**config.mk**
```make
export PLATFORM = sky130hd
export DESIGN_NAME = sys_pwr_seq
export DESIGN_NICKNAME = d
export VERILOG_FILES = /design/src/rtl/sys_pwr_seq.sv
export SDC_FILE = /design/constraint.sdc
export NUM_CORES = 1
export LEC_CHECK = 0
export BUFFER_PORTS_ARGS = -buffer_cell sky130_fd_sc_hd__clkbuf_2
export CORE_AREA = 2 2 47 49
export DETAILED_ROUTE_END_ITERATION = 7
export DIE_AREA = 0 0 49 51
export PLACE_DENSITY = 0.87
export SLEW_MARGIN = 0
export SYNTH_ARGS = -nofsm -noshare
export SYNTH_HDL_FRONTEND = slang
export SYNTH_SLANG_ARGS = --single-unit
```
**constraint.sdc**
```tcl
create_clock -name FCLK -period 2.2 [get_ports FCLK]
set_input_delay 0.22 -clock FCLK [delete_from_list [all_inputs] [get_ports FCLK]]
set_output_delay 0.22 -clock FCLK [all_outputs]
set_load 0.01 [all_outputs]
```
**src/rtl/sys_pwr_seq.sv**
```systemverilog
// ---------------------------------------------------------------------------
// sys_pwr_seq
//   Power sequencer between a processor core, the HCLK clock controller and
//   the system reset generator. Gates HCLK after a stable deep-sleep period,
//   re-enables it on wake with a settle delay, and stretches core reset
//   requests (SYSRESETREQ, or LOCKUP when enabled) to a minimum hold time.
//
//   Build option:
//     PWR_SEQ_SLEEP_CNT_EN  when defined, SLEEP_CNT counts entries into GATED
//                           (saturating); otherwise SLEEP_CNT is tied to 0.
//
//   Parameters:
//     GATE_DLY    FCLK cycles of stable deep sleep before HCLK is gated (1..256)
//     UNGATE_DLY  FCLK cycles HCLK runs before returning to RUN (1..256)
//     RST_HOLD    minimum FCLK cycles SYSRST_OUT is held (1..256)
//
//   Ports:
//     FCLK           in   free-running clock, the block's only clock
//     PORESET        in   synchronous active-high reset
//     SLEEPING       in   core sleep status
//     SLEEPDEEP      in   core deep-sleep status
//     WAKEUP         in   wake request from the wake-up interrupt controller
//     SYSRESETREQ    in   core system-reset request
//     LOCKUP         in   core lockup status
//     LOCKUP_RST_EN  in   treat LOCKUP as a reset request
//     GATEHCLK       out  registered request to stop HCLK
//     SYSRST_OUT     out  registered system-reset request
//     STATE[2:0]     out  current state encoding
//     SLEEP_CNT[15:0] out count of GATED entries
//
//   state       | meaning
//   ------------+--------------------------------------------------------
//   RUN (0)     | core running, HCLK on
//   SLEEP_DLY(1)| deep sleep seen, waiting GATE_DLY cycles before gating
//   GATED (2)   | HCLK gated, waiting for wake
//   UNGATE (3)  | HCLK restarted, settling UNGATE_DLY cycles
//   RST_HOLD(4) | system reset asserted, held at least RST_HOLD cycles
// ---------------------------------------------------------------------------
module sys_pwr_seq #(
  parameter int unsigned GATE_DLY   = 4,
  parameter int unsigned UNGATE_DLY = 2,
  parameter int unsigned RST_HOLD   = 16
) (
  input  logic        FCLK,
  input  logic        PORESET,
  input  logic        SLEEPING,
  input  logic        SLEEPDEEP,
  input  logic        WAKEUP,
  input  logic        SYSRESETREQ,
  input  logic        LOCKUP,
  input  logic        LOCKUP_RST_EN,
  output logic        GATEHCLK,
  output logic        SYSRST_OUT,
  output logic [2:0]  STATE,
  output logic [15:0] SLEEP_CNT
);

  typedef enum logic [2:0] {
    ST_RUN       = 3'd0,
    ST_SLEEP_DLY = 3'd1,
    ST_GATED     = 3'd2,
    ST_UNGATE    = 3'd3,
    ST_RST_HOLD  = 3'd4
  } state_t;

  // Load values are parameter-1 truncated to 8 bits, so 256 loads 8'hFF.
  localparam logic [7:0] GATE_LD   = 8'(GATE_DLY - 1);
  localparam logic [7:0] UNGATE_LD = 8'(UNGATE_DLY - 1);
  localparam logic [7:0] RST_LD    = 8'(RST_HOLD - 1);

  state_t     state;
  logic [7:0] cnt;
  logic       rstreq;
  logic       wake;

  assign rstreq = SYSRESETREQ | (LOCKUP & LOCKUP_RST_EN);
  assign wake   = WAKEUP | ~SLEEPING;
  assign STATE  = state;

`ifdef PWR_SEQ_SLEEP_CNT_EN
  logic [15:0] sleep_cnt_q;
  assign SLEEP_CNT = sleep_cnt_q;
`else
  assign SLEEP_CNT = 16'h0000;
`endif

  // Outputs are written alongside every state change so they always match
  // the state register without a decode stage.
  always_ff @(posedge FCLK) begin
    if (PORESET) begin
      state      <= ST_RUN;
      cnt        <= 8'd0;
      GATEHCLK   <= 1'b0;
      SYSRST_OUT <= 1'b0;
`ifdef PWR_SEQ_SLEEP_CNT_EN
      sleep_cnt_q <= 16'h0000;
`endif
    end else if (rstreq && (state != ST_RST_HOLD)) begin
      // Reset requests beat everything else, including an active gate.
      state      <= ST_RST_HOLD;
      cnt        <= RST_LD;
      GATEHCLK   <= 1'b0;
      SYSRST_OUT <= 1'b1;
    end else begin
      case (state)
        ST_RUN: begin
          // Wake in the same cycle as the sleep condition keeps us in RUN.
          if (SLEEPING && SLEEPDEEP && !WAKEUP) begin
            state <= ST_SLEEP_DLY;
            cnt   <= GATE_LD;
          end
        end
        ST_SLEEP_DLY: begin
          if (wake) begin
            state <= ST_RUN;
          end else if (cnt == 8'd0) begin
            state    <= ST_GATED;
            GATEHCLK <= 1'b1;
`ifdef PWR_SEQ_SLEEP_CNT_EN
            if (sleep_cnt_q != 16'hFFFF) sleep_cnt_q <= sleep_cnt_q + 16'd1;
`endif
          end else begin
            cnt <= cnt - 8'd1;
          end
        end
        ST_GATED: begin
          if (wake) begin
            state    <= ST_UNGATE;
            cnt      <= UNGATE_LD;
            GATEHCLK <= 1'b0;
          end
        end
        ST_UNGATE: begin
          // Wake/sleep inputs are ignored while HCLK settles.
          if (cnt == 8'd0) state <= ST_RUN;
          else             cnt   <= cnt - 8'd1;
        end
        ST_RST_HOLD: begin
          // Counter saturates at 0; a still-asserted request extends the hold.
          if (cnt != 8'd0) begin
            cnt <= cnt - 8'd1;
          end else if (!rstreq) begin
            state      <= ST_RUN;
            SYSRST_OUT <= 1'b0;
          end
        end
        default: begin
          state      <= ST_RUN;
          cnt        <= 8'd0;
          GATEHCLK   <= 1'b0;
          SYSRST_OUT <= 1'b0;
        end
      endcase
    end
  end

endmodule

```
# ---- Word-level counts from Yosys, hierarchy flattened
# Cells that the tools add are included.
# Widths: inputs -> output; s select.
dict set report op_classes {
  bitwise 5
  mux 24
  shift 0
  div_mod_pow 0
  n_lt_le_gt_ge 0
  n_addsub 1
  n_reduce_logical 16
  n_eq_ne 23
  mul 0
}
# op n
set ops {}
lappend ops {{$mux 8} 5}
lappend ops {{$pmux 8 s5} 1}
lappend ops {{$ne 3x3->1 const B} 9}
lappend ops {{$mux 3} 8}
lappend ops {{$ne 2x2->1 const B} 8}
lappend ops {{$pmux 3 s5} 1}
lappend ops {{$reduce_and 4->1} 3}
lappend ops {{$reduce_and 6->1} 2}
lappend ops {{$logic_not 8->1} 1}
lappend ops {{$reduce_bool 8->1} 1}
lappend ops {{$sub 8x1->8 const B} 1}
lappend ops {{$eq 3x2->1 const B} 2}
lappend ops {{$mux 1} 6}
lappend ops {{$mux 4} 1}
lappend ops {{$ne 4x4->1 const B} 1}
lappend ops {{$reduce_or 4->1} 1}
lappend ops {{$eq 3x1->1 const B} 1}
lappend ops {{$eq 3x3->1 const B} 1}
lappend ops {{$logic_and 1x1->1} 3}
lappend ops {{$logic_not 3->1} 1}
lappend ops {{$pmux 1 s3} 1}
lappend ops {{$reduce_and 3->1} 1}
lappend ops {{$reduce_or 3->1} 1}
lappend ops {{$ne 2x1->1 const B} 1}
lappend ops {{6 further kinds} 8}
dict set report word_totals {
  input_bits 8
  romBits 0
  ram_bits 0
  register_bits 13
  elab_cells 75
  n_memories 0
  output_inout_bits 21
  latchBits 0
}

# ---- Logic depth before layout (Yosys ltp)
# Gate-level depths: netlist of the first run.
dict set report depth {
  depth_word 6
  depth_mapped 8
  mapped_depth_nobuf 7
}

# ---- Least setup slack after synthesis of the first run
# No wires, ideal clock.
dict set report synth_path {
  path_kind {register to register}
  startpoint {register cnt[0]}
  endpoint {register cnt[5]}
  t_arrival_ns 1.677
  setup_time_ns 0.088
  path_slack_ns 0.435
  n_path_buf 1
  stages_incl_launch_ff 9
  synth_period_minus_slack_ns 1.765
  t_required_ns 2.112
  cell_sequence {dfxtp_1 -> inv_1 -> ha_1 -> or4b_4 -> or2_1 -> buf_6 -> nand2_1 -> nand2_1 -> a311oi_2}
}
dict set report synth_between {
  elab_chain_len 4
  word_cells_on_any_way 9
  classes_between {1 x add/sub; 1 x eq/ne; 4 x mux; 3 x reduce/logical}
}
# item line
set synth_lines {}
lappend synth_lines {{start, declared} 72} ;# logic [7:0] cnt;
lappend synth_lines {{start signal, assigned} 123} ;# cnt <= cnt - 8'd1;
lappend synth_lines {{start signal, assigned} 136} ;# else cnt <= cnt - 8'd1;
lappend synth_lines {{start signal, assigned} 141} ;# cnt <= cnt - 8'd1;
lappend synth_lines {{$sub 8x1->8 / $logic_not 8->1 (equally long branches)} --}
lappend synth_lines {{$mux 8} {116, 135}}
lappend synth_lines {{$mux 8} 114} ;# if (wake) begin
lappend synth_lines {{$pmux 8 s5} 105} ;# case (state)
# Several ways; a longest one is shown, not always the timed one. The select of a mux whose other input is x is not followed.
# A chain may end at the register's enable or synchronous reset.

# ---- Final worst setup path of the first run
dict set report layout_path {
  startpoint {register cnt[0]}
  endpoint {register cnt[2]}
}
dict set report layout_between {
  elab_chain_len 5
  word_cells_on_any_way 10
  classes_between {1 x add/sub; 1 x eq/ne; 5 x mux; 3 x reduce/logical}
}
# item line
set layout_lines {}
lappend layout_lines {{$sub 8x1->8 / $logic_not 8->1 (equally long branches)} --}
lappend layout_lines {{$mux 8} {116, 135}}
lappend layout_lines {{$mux 8} 114}
lappend layout_lines {{$pmux 8 s5} 105}
lappend layout_lines {{$mux 4} 98} ;# end else if (rstreq && (state != ST_RST_HOLD)) begin
# Several ways; a longest one is shown, not always the timed one. The select of a mux whose other input is x is not followed.

==> metrics.csv, run 1 <==
metric;value;unit
status;completed;
syn_area;967;µm²
syn-mean-instance-area;7.44;µm²
ctsHoldBuffers;0;
ir_drop;0.280;mV
hpwl;1.58;mm
dieHeight;51;µm
cp_max_fo;7;
skew;0.00979;ns
min_period;1.90;ns
worstSetupPathType;reg -> reg;
final_common_cell;nand2_1;
placed_area;986;µm²
design_area;0.00101;mm²
synthArstFlopShare;0;%
drv_cap;0;
overflow;0;
cts_resized;0;
grt_max_degree;14;
critical_path.max_stage_delay;0.46;ns
critPathSlowestCell;or4b_4;
nets;153;
worst_ep_arrival_time;2.09;ns
cts_root_buf;clkbuf_4;
coreArea;0.00206;mm²
start_util;46.9;%
finalSetupViolCount;0;
track_usage;18.0;%
hold_class;in -> reg;
detail_route.iter0.violations;38;
cts_tree;done;
grt_pass1_vias;812;
ys_warn_count;0;
crit_top_cell;nand2_1;
synthCells;130;
drive_gt1_share;14.1;%
endpoint_kind;register;
crit_path_start_kind;register;
finalCritPeriodShare;86.5;%
io_buffers;12;
die_x;49;µm
clk_path_buf_depth;2;
slew_violations;0;
floorplan.rows;17;
synth-seq-cells;13;
antenna_found_initial;0;
p_leak;0.450;nW
max_freq;526;MHz
numCtsBuffers;3;
rsz0062_at_grt;no;
clk_pin_slew_worst_paths;0.09;ns
placedCellCount;166;
clock_latency;0.28;ns
viasPerCell;5.45;
dieArea;0.00250;mm²
layout_common_cells;19 x nand2_1, 16 x conb_1, 13 x dfxtp_1;
cts_setup_buffers;0;
ys_types;39;
drtPass1Iterations;6;
final_cells;170;
vias;926;
ioPinCount;29;
area_growth;4.66;%
finalHoldViolCount;0;
diodes;0;
crit_chain;inv_1, ha_1, or4b_4, or2_1, nand2_1, nand2_1, a311oi_1;
drc;0;
routed_wirelength;2.04;mm
synth_edf_count;0;
synth_flop_cell;dfxtp_1;
grt_pass1_wl;3.47;mm
worst_ep_required_time;2.38;ns
postRouteAntennaNets;0;
place_congestion;0.834;
yosysSeqAreaShare;26.9;%
htreeDepth;1;
cts.sinks;13;
finalSetupTns;0;ns
power_density;591;mW/mm²
wl_per_cell;12.0;µm
[cell families (layout without fill, tap and decap cells)]
| family | count (synthesis) | count (layout) | share of synthesized area (%) |
|---|---|---|---|
| buf+inv | 24 | 21 | 16.4 |
| simple gates | 52 | 52 | 26.9 |
| mux | 2 | 2 | 2.07 |
| other cells | 1 | 16 | 0.388 |
| fa+ha+maj | 2 | 2 | 2.59 |
| compound gates | 36 | 36 | 24.7 |
| flops | 13 | 13 | 26.9 |
[routing by layer]
layer / vias to the layer above / part of all wire, % / GRT usage (%)
li1: 457 / - / -
met1: 418 / 41 / 20.4
met2: 45 / 50 / 31.1
met3: 6 / 6.6 / 3.22
met4: 0 / 2.5 / 11.9
met5: - / 0 / 0
[registers in the layout, summed over array words and instances, names as in the netlist]
name        flops
STATE           3
SYSRST_OUT      1
cnt             8
GATEHCLK        1
[per-stage QoR]
| step | hold WS (ns) | total power, mW | utilization (%) | setup WS [ns] |
|---|---|---|---|---|
| 2_1_floorplan | 0.394 | 0.431 | - | 0.435 |
| 3_3_place_gp | 0.460 | 0.441 | 47.8 | 0.375 |
| 3_5_place_dp | 0.466 | 0.451 | 47.8 | 0.321 |
| 4_1_cts | 0.230 | 0.602 | 49.1 | 0.298 |
| 5_1_grt | 0.246 | 0.640 | 49.1 | 0.138 |
| 6_report | 0.240 | 0.599 | 49.1 | 0.297 |
[layout make-up]
type	count	area, µm²
Fill cell	218	1050
Multi-Input combinational cell	108	604
Sequential cell	13	260
Timing Repair Buffer	14	75.1
Tap cell	28	35.0
Clock buffer	4	26.3
Inverter	3	11.3
[critical path: cells and delay by family, from the launching register on]
family                     cells  cell delay (ns)
AOI/OAI and AO/OA              1             0.26
adders and majority gates      1             0.14
buffers and inverters          1             0.10
DFF                            1             0.36
and+or+nand+nor                4             0.95
[cell usage after synthesis, types with 2 or more instances]
master / instances / area (µm²)
nand2_1: 19 / 71.3
buf_4: 16 / 120
dfxtp_1: 13 / 260
a21oi_1: 12 / 60.1
nor2_1: 12 / 45.0
o21ai_0: 5 / 25.0
a311oi_1: 4 / 35.0
inv_1: 3 / 11.3
nand2b_1: 3 / 18.8
a21o_1: 2 / 15.0
a22oi_1: 2 / 15.0
a31oi_1: 2 / 12.5
and2_1: 2 / 12.5
clkbuf_1: 2 / 7.51
ha_1: 2 / 25.0
mux2i_1: 2 / 20.0
nand3_1: 2 / 10.0
nor2b_1: 2 / 12.5
nor3_1: 2 / 10.0
o22ai_1: 2 / 12.5
or3_1: 2 / 12.5
or3b_1: 2 / 17.5
[final timing paths]
kind	start	endpoint	slack [ns]	depth (start not counted)
max	cnt[0]	cnt[2]	0.30	7
min reg2reg	cnt[7]	cnt[7]	0.48	2
max reg2reg	cnt[0]	cnt[2]	0.30	7
min	PORESET	STATE[2]	0.24	2
[power by group]
part | switching [mW] | internal (mW) | leakage [nW] | total [mW]
Combinational | 0.108 | 0.0699 | 0.328 | 0.178
Clock | 0.0803 | 0.0703 | 0.0150 | 0.151
Sequential | 0.0190 | 0.251 | 0.107 | 0.270
Note: power is estimated with default switching activity, not from simulation.
==> run 2: changes to the inputs <==
CTS_BUF_LIST = sky130_fd_sc_hd__clkbuf_8 sky130_fd_sc_hd__clkbuf_16   (was not set)
==> run 2 against run 1 <==
  * Clock-buffer cell count decreased by 1
  * Sequential power about the same
  * Wire length rose by 0.98%
  * Total power rose by 9.7%
  * First-iteration DRC count is 5.3% higher
  * Critical path type unchanged
  * Critical endpoint unchanged
  * Largest power group unchanged
==> metrics.csv, run 2 (same netlist as run 1, synthesis figures left out) <==
metric;value;unit;change
grt_pass1_vias;807;;was 812
ioPinCount;29;;unchanged
area_growth;6.60;%;was 4.66%
crit_buf_inv;1;;unchanged
floorplan.rows;17;;unchanged
skew;0.00632;ns;was 0.00979 ns
start_util;46.9;%;unchanged
worst_ep_required_time;2.34;ns;was 2.38 ns
rsz0062_at_grt;no;;unchanged
power_density;637;mW/mm²;was 591 mW/mm²
fill_cells;213;;was 218
crit_path_start_kind;register;;unchanged
setup_ws;0.299;ns;was 0.297 ns
ir_drop;0.334;mV;was 0.280 mV
cts_root_buf;clkbuf_8;;was clkbuf_4
largest-register;cnt;;unchanged
drv_cap;0;;unchanged
min_period;1.90;ns;about the same
largest_reg_flops;8;;unchanged
grt_pass1_wl;3.46;mm;was 3.47 mm
overflow;0;;unchanged
pre_cts_slack;0.321;ns;unchanged
viasPerCell;5.35;;was 5.45
grt_use_met2;30.8;%;was 31.1%
numCtsBuffers;3;;unchanged
dieHeight;51;µm;unchanged
crit_top_cell;nand2_1;;unchanged
hpwl;1.58;mm;unchanged
coreArea;0.00206;mm²;unchanged
clk_pin_slew_worst_paths;0.06;ns;was 0.09 ns
routed_wirelength;2.06;mm;was 2.04 mm
place_congestion;0.834;;unchanged
finalCritPeriodShare;86.4;%;was 86.5%
ctsHoldBuffers;0;;unchanged
critPathTopFamily;simple AND/OR/NAND/NOR gates;;unchanged
worst_ep_arrival_time;2.05;ns;was 2.09 ns
postRouteAntennaNets;0;;unchanged
die_x;49;µm;unchanged
drive_gt1_share;14.1;%;unchanged
vias;910;;was 926
nets;153;;unchanged
cp_max_fo;7;;unchanged
clock_latency;0.24;ns;was 0.28 ns
finalSetupTns;0;ns;unchanged
io_buffers;12;;unchanged
p_leak;0.462;nW;was 0.450 nW
endpoint_kind;register;;unchanged
finalHoldViolCount;0;;unchanged
drc;0;;unchanged
status;completed;;unchanged
antenna_found_initial;0;;unchanged
final_common_cell;nand2_1;;unchanged
layout_common_cells;19 x nand2_1, 16 x conb_1, 13 x dfxtp_1;;unchanged
grt_util_met1;20.4;%;unchanged
cts_setup_buffers;0;;unchanged
max_freq;526;MHz;about the same
track_usage;18.1;%;was 18.0%
cts_resized;0;;unchanged
grt_max_degree;14;;unchanged
critPathSlowestCell;or4b_4;;unchanged
grt.met3_usage;4.09;%;was 3.22%
wl_per_cell;12.1;µm;was 12.0 µm
drtPass1Iterations;4;;was 6
hold_class;in -> reg;;unchanged
critical_path.max_stage_delay;0.46;ns;about the same
cts_tree;done;;unchanged
htreeDepth;1;;unchanged
busiest_layer;met2;;unchanged
detail_route.iter0.violations;40;;was 38
crit_chain;inv_1, ha_1, or4b_4, or2_1, nand2_1, nand2_1, a311oi_1;;unchanged
finalSetupViolCount;0;;unchanged
cts.sinks;13;;unchanged
dieArea;0.00250;mm²;unchanged
clk_path_buf_depth;2;;unchanged
diodes;0;;unchanged
worstSetupPathType;reg -> reg;;unchanged
slew_violations;0;;unchanged
-- run 2: cell types whose count changed in the layout (fill, tap and decap cells not counted), sizes merged --
| cell | delta |
|---|---|
| clkbuf | -1 |
| inv | +1 |
-- run 2: worst reg2reg max path, cell delays in order (launching register included) --
cell	delay (ns)
dfxtp_1	0.35
inv_1	0.10
ha_1	0.14
or4b_4	0.46
or2_1	0.34
nand2_1	0.10
nand2_1	0.05
a311oi_1	0.27
-- run 2: path summary, 6_finish.rpt --
| path | startpoint | to | slack [ns] | cells after the start |
|---|---|---|---|---|
| worst max-delay path | cnt[0] | cnt[2] | 0.30 | 7 |
| worst min-delay path | SYSRESETREQ | STATE[2] | 0.28 | 3 |
| worst max register to register | cnt[0] | cnt[2] | 0.30 | 7 |
| worst min register to register | cnt[7] | cnt[7] | 0.47 | 2 |
-- run 2: layout make-up --
class,instances,area [µm²],area share (%)
Sequential cell,13,260,25.2
Clock buffer,3,41.3,4.00
Multi-Input combinational cell,108,604,58.6
Tap cell,28,35.0,3.40
Clock inverter,1,3.75,0.364
Timing Repair Buffer,14,75.1,7.28
Inverter,3,11.3,1.09
-- run 2: where the power goes --
part / internal, mW / switching, mW
combinational: 0.0699 / 0.108
sequential: 0.252 / 0.0192
clock: 0.123 / 0.0853
total: 0.445 / 0.212
-- run 2: routing by layer --
metal	share of wire (%)	routed length, µm
met5	0	0
met4	3.2	66
met3	5.0	103
met2	50	1030
met1	42	859
-- run 2: per-stage QoR --
stage	std cells	cell area, µm²	hold WS (ns)	utilization, %	total power [mW]
global placement	166	986	0.460	47.8	0.441
floorplan	145	1020	0.394	-	0.431
global route	170	1030	0.290	50.0	0.702
CTS	170	1030	0.274	50.0	0.661
detailed placement	166	986	0.466	47.8	0.451
finish	170	1030	0.276	50.0	0.657
==> run 3: changes to the inputs <==
CORE_AREA = 2 2 66 68   (was 2 2 47 49)
DIE_AREA = 0 0 68 70   (was 0 0 49 51)
PLACE_DENSITY = 0.54   (was 0.87)
==> run 3 against run 2 <==
  * Total power is 0.11% higher
  * Non-clock buffer count up 1
  * Sequential share of layout area is 0.89 points lower
  * Clock skew is 0.0057 ns lower
  * Wire length grew 3.6%
  * Combinational power decreased by 3%
  * Core utilization is 24 points lower
  * Worst hold slack got worse by 0.013 ns
  * Largest cell class unchanged
==> metrics.csv, run 3 (same netlist as run 1, synthesis figures left out) <==
metric;value;unit;change
numCtsBuffers;3;;unchanged
hold_class;in -> reg;;unchanged
cts_resized;0;;unchanged
layout_common_cells;19 x nand2_1, 16 x conb_1, 13 x dfxtp_1;;unchanged
cts_root_buf;clkbuf_8;;unchanged
clock_latency;0.24;ns;about the same
ctsHoldBuffers;0;;unchanged
skew;0.000616;ns;was 0.00632 ns
htreeDepth;1;;unchanged
drtPass1Iterations;4;;unchanged
cts_tree;done;;unchanged
critPathTopFamily;compound AO/OA/AOI/OAI gates;;was simple AND/OR/NAND/NOR gates
finalHoldViolCount;0;;unchanged
pwr-share-clk;32.5;%;was 31.7%
critical_path.max_stage_delay;0.48;ns;was 0.46 ns
finalSetupViolCount;0;;unchanged
vias;877;;was 910
ioPinCount;29;;unchanged
power_density;616;mW/mm²;was 637 mW/mm²
p_sw;215;µW;was 212 µW
tightest_slew;0.603;ns;
grt_pass1_wl;3.36;mm;was 3.46 mm
drc;0;;unchanged
largest-register;cnt;;unchanged
area_growth;10.5;%;was 6.60%
final_common_cell;nand2_1;;unchanged
die_x;68;µm;was 49 µm
final_cells;195;;was 170
p_seq_share;41.2;%;about the same
dieHeight;70;µm;was 51 µm
min_period;1.96;ns;was 1.90 ns
p_int;442;µW;was 445 µW
finalSetupTns;0;ns;unchanged
setup_ws;0.240;ns;was 0.299 ns
coreArea;0.00414;mm²;was 0.00206 mm²
track_usage;9.26;%;was 18.1%
p_sw_share;32.7;%;was 32.3%
ff2ff_path_depth;7;;unchanged
cts.sinks;13;;unchanged
cts_setup_buffers;0;;unchanged
slew_violations;0;;unchanged
antenna_found_initial;0;;unchanged
nets;154;;was 153
placedCellCount;191;;was 166
utilization;25.8;%;was 50.0%
holdPathStages;3;;unchanged
max_freq;510;MHz;was 526 MHz
grt_pass1_vias;750;;was 807
drv_cap;0;;unchanged
start_util;23.3;%;was 46.9%
finalCritPeriodShare;89.1;%;was 86.4%
io_buffers;12;;unchanged
wl_per_cell;10.9;µm;was 12.1 µm
worst_ep_arrival_time;2.11;ns;was 2.05 ns
detail_route.iter0.violations;14;;was 40
pwr-share-comb;26.3;%;was 27.0%
crit_buf_inv;1;;unchanged
crit_chain;inv_1, ha_1, or4b_4, nor2_1, a21oi_1, a211oi_1, a311oi_1;;was inv_1, ha_1, or4b_4, or2_1, nand2_1, nand2_1, a311oi_1
place_congestion;0.842;;was 0.834
clk_pin_slew_worst_paths;0.06;ns;about the same
floorplan.rows;24;;was 17
grt_max_degree;10;;was 14
crit_path_start_kind;register;;unchanged
rsz0062_at_grt;no;;unchanged
viasPerCell;4.50;;was 5.35
clk_path_buf_depth;2;;unchanged
pre_cts_slack;0.234;ns;was 0.321 ns
drive_gt1_share;14.7;%;was 14.1%
slew_headroom;59.8;%;
dieArea;0.00476;mm²;was 0.00250 mm²
worst_ep_required_time;2.35;ns;was 2.34 ns
endpoint_kind;register;;unchanged
overflow;0;;unchanged
power;658;µW;was 657 µW
status;completed;;unchanged
ir_drop;0.307;mV;was 0.334 mV
cp_max_fo;8;;was 7
diodes;0;;unchanged
hpwl;1.62;mm;was 1.58 mm
routed_wirelength;2.13;mm;was 2.06 mm
p_leak;0.467;nW;was 0.462 nW
crit_cells;7;;unchanged
critPathSlowestCell;a21oi_1;;was or4b_4
worstSetupPathType;reg -> reg;;unchanged
postRouteAntennaNets;0;;unchanged
largest_reg_flops;8;;unchanged
[run 3: changes by cell type in the layout (fill, tap and decap cells not counted), sizes merged]
cell | before | now
buf | 2 | 3
[run 3: cell type report]
| class | count | area [µm²] |
|---|---|---|
| Fill cell | 487 | 3080 |
| Multi-Input combinational cell | 108 | 604 |
| Sequential cell | 13 | 260 |
| Timing Repair Buffer | 15 | 82.6 |
| Tap cell | 52 | 65.1 |
| Clock buffer | 3 | 41.3 |
| Inverter | 3 | 11.3 |
| Clock inverter | 1 | 3.75 |
[run 3: path summary, 6_finish.rpt]
kind | slack (ns) | startpoint | to
hold reg to reg | 0.48 | cnt[7] | cnt[7]
hold / removal | 0.26 | SYSRESETREQ | STATE[2]
setup reg to reg | 0.24 | cnt[0] | cnt[2]
setup / recovery | 0.24 | cnt[0] | cnt[2]
[run 3: worst min-delay path, cell delays in order]
cell      delay, ns
clkbuf_2       0.09
a21oi_1        0.05
a21oi_1        0.11
[run 3: routing by layer]
metal	vias up	track usage (%)	routed length (µm)
met2	21	14.5	1030
met1	399	11.7	976
li1	455	-	-
met5	-	0	0
met3	2	3.54	109
met4	0	2.67	20
[run 3: stage by stage]
stage | hold slack [ns] | area [µm²]
after global placement | 0.462 | 1020
after global routing | 0.275 | 1070
after floorplan | 0.394 | 1020
final | 0.263 | 1070
after detailed placement | 0.466 | 1020
after CTS | 0.258 | 1070
[run 3: power by group through the flow]
stage	sequential (mW)	combinational, mW	clock, mW
2_1_floorplan	0.272	0.159	0
3_3_place_gp	0.275	0.173	0
3_5_place_dp	0.275	0.173	0
4_1_cts	0.271	0.173	0.219
5_1_grt	0.274	0.195	0.232
6_report	0.271	0.173	0.214
